## config.mk

```make
export PLATFORM = sky130hd
export DESIGN_NAME = fact_engine
export DESIGN_NICKNAME = d
export VERILOG_FILES = /design/src/rtl/fact_pkg.sv /design/src/rtl/fact_ctrl.sv /design/src/rtl/fact_engine.sv
export SDC_FILE = /design/constraint.sdc
export NUM_CORES = 1
export LEC_CHECK = 0
export CAP_MARGIN = 20
export CORE_AREA = 2 2 146 148
export CTS_CLUSTER_SIZE = 20
export DETAILED_ROUTE_END_ITERATION = 8
export DIE_AREA = 0 0 148 150
export GPL_ROUTABILITY_DRIVEN = 0
export MAX_ROUTING_LAYER = met4
export SETUP_SLACK_MARGIN = 0.15
export SYNTH_ARGS = -nofsm -noshare
export SYNTH_HDL_FRONTEND = slang
export SYNTH_SLANG_ARGS = --single-unit
```

## constraint.sdc

```tcl
create_clock -name clk -period 4.3 [get_ports clk]
set_clock_uncertainty 0.1 [all_clocks]
set_input_delay 0.86 -clock clk [delete_from_list [all_inputs] [get_ports clk]]
set_output_delay 0.86 -clock clk [all_outputs]
set_load 0.005 [all_outputs]
```

## src/rtl/fact_pkg.sv

```systemverilog
// rtl/fact_pkg.sv - shared state encoding and default widths for the factorial engine
//
// Purpose : FSM state type and default datapath widths used by fact_ctrl and
//           fact_engine.
// Contents: state_t (3-bit enum), FACT_WIDTH, FACT_NW.

package fact_pkg;

    localparam int FACT_WIDTH = 32;
    localparam int FACT_NW    = 4;

    typedef enum logic [2:0] {
        ST_IDLE  = 3'd0,
        ST_CHECK = 3'd1,
        ST_MUL   = 3'd2,
        ST_DEC   = 3'd3,
        ST_DONE  = 3'd4
    } state_t;

endpackage

```

## src/rtl/fact_ctrl.sv

```systemverilog
// rtl/fact_ctrl.sv - control FSM sequencing the factorial multiply/decrement loop
//
// Purpose : walks IDLE -> CHECK -> (MUL -> DEC -> CHECK)* -> DONE and issues
//           one-cycle enables to the datapath in the top level.
// Ports   : clk, rst_n   clock, async active-low reset
//           go, abort    start strobe / cancel request
//           cnt_gt1      datapath counter is greater than one
//           load         capture operand, initialise product and overflow
//           mul_en       update product with product * counter
//           dec_en       decrement counter
//           latch        copy product/overflow into the result registers
//           busy, done   status decoded from the state register

module fact_ctrl
    import fact_pkg::*;
(
    input  logic clk,
    input  logic rst_n,
    input  logic go,
    input  logic abort,
    input  logic cnt_gt1,
    output logic load,
    output logic mul_en,
    output logic dec_en,
    output logic latch,
    output logic busy,
    output logic done
);

    state_t r_state;
    state_t w_next;

    always_ff @(posedge clk or negedge rst_n) begin
        if (!rst_n) begin
            r_state <= ST_IDLE;
        end else begin
            r_state <= w_next;
        end
    end

    // Abort is checked first in every working state so that a cancelled
    // computation never reaches the result registers.
    always_comb begin
        w_next = r_state;
        load   = 1'b0;
        mul_en = 1'b0;
        dec_en = 1'b0;
        latch  = 1'b0;
        case (r_state)
            ST_IDLE: begin
                if (go && !abort) begin
                    load   = 1'b1;
                    w_next = ST_CHECK;
                end
            end
            ST_CHECK: begin
                if (abort) begin
                    w_next = ST_IDLE;
                end else if (cnt_gt1) begin
                    w_next = ST_MUL;
                end else begin
                    latch  = 1'b1;
                    w_next = ST_DONE;
                end
            end
            ST_MUL: begin
                if (abort) begin
                    w_next = ST_IDLE;
                end else begin
                    mul_en = 1'b1;
                    w_next = ST_DEC;
                end
            end
            ST_DEC: begin
                if (abort) begin
                    w_next = ST_IDLE;
                end else begin
                    dec_en = 1'b1;
                    w_next = ST_CHECK;
                end
            end
            ST_DONE: begin
                w_next = ST_IDLE;
            end
            default: begin
                w_next = ST_IDLE;
            end
        endcase
    end

    assign busy = (r_state != ST_IDLE);
    assign done = (r_state == ST_DONE);

endmodule

```

## src/rtl/fact_engine.sv

```systemverilog
// rtl/fact_engine.sv - iterative n! engine with overflow flag, abort and done pulse
//
// Purpose : computes n! mod 2^WIDTH by repeated multiply/decrement and flags
//           whether the true factorial exceeded WIDTH bits.
// Ports   : clk, rst_n   clock, async active-low reset
//           go, n        start strobe and operand (sampled only when idle)
//           abort        cancel the running computation
//           busy         high whenever the engine is not idle
//           done         one-cycle completion pulse
//           result       n! mod 2^WIDTH, held until the next completion
//           overflow     true n! did not fit in WIDTH bits, held with result

module fact_engine
    import fact_pkg::*;
#(
    parameter int WIDTH = FACT_WIDTH,
    parameter int NW    = FACT_NW
) (
    input  logic             clk,
    input  logic             rst_n,
    input  logic             go,
    input  logic [NW-1:0]    n,
    input  logic             abort,
    output logic             busy,
    output logic             done,
    output logic [WIDTH-1:0] result,
    output logic             overflow
);

    localparam logic [NW-1:0]    CNT_ONE  = NW'(1);
    localparam logic [WIDTH-1:0] PROD_ONE = WIDTH'(1);

    logic [NW-1:0]       r_cnt;
    logic [WIDTH-1:0]    r_prod;
    logic                r_ovf;
    logic [WIDTH-1:0]    r_result;
    logic                r_overflow;

    logic                w_load;
    logic                w_mul_en;
    logic                w_dec_en;
    logic                w_latch;
    logic                w_cnt_gt1;
    logic [WIDTH+NW-1:0] w_prod_ext;
    logic [WIDTH+NW-1:0] w_cnt_ext;
    logic [WIDTH+NW-1:0] w_full;
    logic [NW-1:0]       w_full_hi;

    fact_ctrl u_ctrl (
        .clk     (clk),
        .rst_n   (rst_n),
        .go      (go),
        .abort   (abort),
        .cnt_gt1 (w_cnt_gt1),
        .load    (w_load),
        .mul_en  (w_mul_en),
        .dec_en  (w_dec_en),
        .latch   (w_latch),
        .busy    (busy),
        .done    (done)
    );

    assign w_cnt_gt1  = (r_cnt > CNT_ONE);

    // Full-width product: any bit above WIDTH means the true factorial has
    // left the representable range, and since the multiplier never shrinks
    // that condition stays true for the rest of the computation.
    assign w_prod_ext = {{NW{1'b0}}, r_prod};
    assign w_cnt_ext  = {{WIDTH{1'b0}}, r_cnt};
    assign w_full     = w_prod_ext * w_cnt_ext;
    assign w_full_hi  = w_full[WIDTH+NW-1:WIDTH];

    always_ff @(posedge clk or negedge rst_n) begin
        if (!rst_n) begin
            r_cnt      <= '0;
            r_prod     <= '0;
            r_ovf      <= 1'b0;
            r_result   <= '0;
            r_overflow <= 1'b0;
        end else begin
            if (w_load) begin
                r_cnt  <= n;
                r_prod <= PROD_ONE;
                r_ovf  <= 1'b0;
            end
            if (w_mul_en) begin
                r_prod <= w_full[WIDTH-1:0];
                r_ovf  <= r_ovf | (|w_full_hi);
            end
            if (w_dec_en) begin
                r_cnt <= r_cnt - CNT_ONE;
            end
            if (w_latch) begin
                r_result   <= r_prod;
                r_overflow <= r_ovf;
            end
        end
    end

    assign result   = r_result;
    assign overflow = r_overflow;

endmodule

```

==> impl_metrics.ini <==
[worst_setup_path]
crit_arrival_ns = 4.24
rr_worst_depth = 16
rr_startpoint = r_cnt[3]
critPathKind = reg -> reg
cp_slowest_cell = fa_1
start_kind = flip-flop
crit_path_end_kind = flip-flop
slowest_delay_ns = 0.54
r2r-end = r_ovf
critPathRequiredTime_ns = 4.41
r2r_slack_ns = 0.17
critPathMaxFanout = 20
crit_chain = buf_6 > and2_1 > fa_1 > inv_1 > fa_1 > inv_1 > ha_4 > a21o_1 > a21o_2 > a21oi_2 > o221ai_4 > a31oi_4 > o21ai_2 > nor4b_1 > a311o_1 > a41oi_1

[logic_synthesis]
synth.distinct_cells = 61
yosys_register_bits = 73
synth_edf_count = 0
syn_avg_cell_area_sq_um = 8.17
syn-cell-area_sq_mm = 0.00715
synth_warnings = 0
syn_nets = 985
ys_async_sr_fraction_pct = 100
synth_cells = 875
synth-seq-area-share_pct = 25.6
yosys_most_used_dff = dfrtp_1

[hold_path]
min_to = result[8]
hp-start = result[8]
hp-class = reg -> reg
min_path_cells = 2

[grt]
grt_pass1_wl_mm = 31.3
grt_util_met3_pct = 2.29
track_usage_pct = 18.3
busiest_layer = met2
grt_start_max_net_pins = 74
grt_overflow = 0
use_met1_pct = 24.1
antenna_found_initial = 0
grt_pass1_vias = 6016
gr-usage-met2_pct = 29.2

[power_and_ir_drop]
leakage_nw = 4.30
total_power_mw = 2.60
power.density_mw_per_mm2 = 296
max-vdd-ir-drop_mv = 0.195

[layout]
fin_util_pct = 42.4
layout_commonest_cell = nand2_1
drive_gt1_share_pct = 13.6
fin_area_sq_mm = 0.00878
fillers = 2054
nets = 1065
syn_to_final_growth_pct = 22.8
instances_no_fill = 1233
diodes = 0
final_cell_mix = nand2_1, inv_1, and2_1

[drt]
post_drt_wl_per_cell_um = 15.2
viasPerCell = 4.90
routed_wl_mm = 18.8
drt_iter0_drc = 296
drtAntennaViolNets = 0
drt_pass1_iterations = 4
vias = 6044
route.detailed.drc = 0

[clock_network]
clkSinkCount = 73
root_buffer = clkbuf_16
clk_pin_slew_ns = 0.06
cts_max_level = 3
clock_latency_ns = 0.35
cts_tree = done
cts_hold_buf = 0
cts-buffers-inserted = 9
clk_path_buf_depth = 2

[die]
die_x_um = 148
row_count = 53
fp.dieArea_sq_mm = 0.0222
start_util_pct = 34.5
die-height_um = 150
core_sq_mm = 0.0207
io_pins = 43

[timing]
rsz0062_at_grt = yes
slew_headroom_pct = 35.3
post-route-min-period_ns = 4.13
hold_ws_ns = 0.370
setup_viol = 0
setup_tns_ns = 0
fmax_mhz = 242
post-route-period-util_pct = 95.9
slew_violations = 0
worst_pin_slew_ns = 0.970
final.setup.worst_slack_ns = 0.175
hold_violations = 0

[place]
detailedPlace.worstSlack_ns = 0.0104
dp_cells = 1207
dpl_cell_area_sq_mm = 0.00815
dp_hpwl_mm = 13.9
portBuffers = 42

[status]
status = finished clean

[flow_run]
drv_cap = 0
==> power breakdown <==
group          internal (mW)  total (mW)  switching (mW)
combinational          0.473        1.07           0.602
sequential             0.746       0.817          0.0713
clock                  0.416       0.705           0.289
total                   1.63        2.60           0.962
==> registers in the layout (all words and copies together), names as in the netlist <==
register,flops
r_ovf,1
u_ctrl.r_state,3
overflow,1
r_cnt,4
result,32
r_prod,32
==> worst max path at each step <==
stage	startpoint	endpoint	slack [ns]	depth (start not counted)
after floorplan	r_cnt[2]	r_ovf	0.16	16
after global placement	r_cnt[3]	r_prod[27]	0.1	17
after detailed placement	r_cnt[3]	r_ovf	0.01	16
after CTS	r_cnt[3]	r_ovf	0.09	16
after global routing	r_cnt[3]	r_ovf	0.04	16
final	r_cnt[3]	r_ovf	0.17	16
==> layer usage <==
metal	part of all wire [%]	routed length, um
met4	2.1	386
met2	47	8830
met3	3.5	660
met1	47	8900
met5	0	0
==> cells in the mapped netlist, types with 6 or more instances <==
cell type | instances | area share (%)
ha_1 | 42 | 7.4
dfrtp_1 | 73 | 26
fa_1 | 60 | 17
o21ai_0 | 41 | 2.9
xor2_1 | 12 | 1.5
nand3_1 | 32 | 2.2
and2_1 | 92 | 8.1
nor2b_1 | 6 | 0.53
a21oi_1 | 39 | 2.7
and3_1 | 9 | 0.79
nor2_1 | 17 | 0.89
inv_1 | 123 | 6.5
a21o_1 | 12 | 1.3
xnor2_1 | 15 | 1.8
o21ai_1 | 9 | 0.63
nor3_1 | 8 | 0.56
nand2_1 | 181 | 9.5
clkbuf_1 | 30 | 1.6
==> area by class of cell <==
cell class | instances | area [sq um] | area share [%]
inverter | 124 | 465 | 5.30
sequential | 73 | 1830 | 20.8
timing repair buffer | 104 | 920 | 10.5
clock buffer | 14 | 264 | 3.01
tap | 275 | 344 | 3.92
multi-input combinational | 643 | 4960 | 56.5
==> cell families after synthesis <==
family / synth area share (%)
AOI/OAI and AO/OA: 12.7
xor gates and xnor gates: 3.31
adders and majority gates: 24.2
buffers and inverters: 8.56
DFF: 25.6
muxes: 0.420
and+or+nand+nor: 25.3
==> critical path: cells and delay by family, from the launching register on <==
| family | cells | cell delay [ns] |
|---|---|---|
| compound gates | 8 | 1.43 |
| flops | 1 | 0.40 |
| simple gates | 2 | 0.42 |
| buf+inv | 3 | 0.30 |
| fa+ha+maj | 3 | 1.34 |
==> repair_timing <==
| item | CTS | global route |
|---|---|---|
| setup endpoints to repair | 3 | 12 |
| cloned | 0 | 0 |
| buffers inserted | 3 | 8 |
| gates resized for setup | 6 | 47 |
| pin swaps | 6 | 24 |
| endpoints found under the hold margin | 0 | 0 |
(Power assumes the default switching activity.)
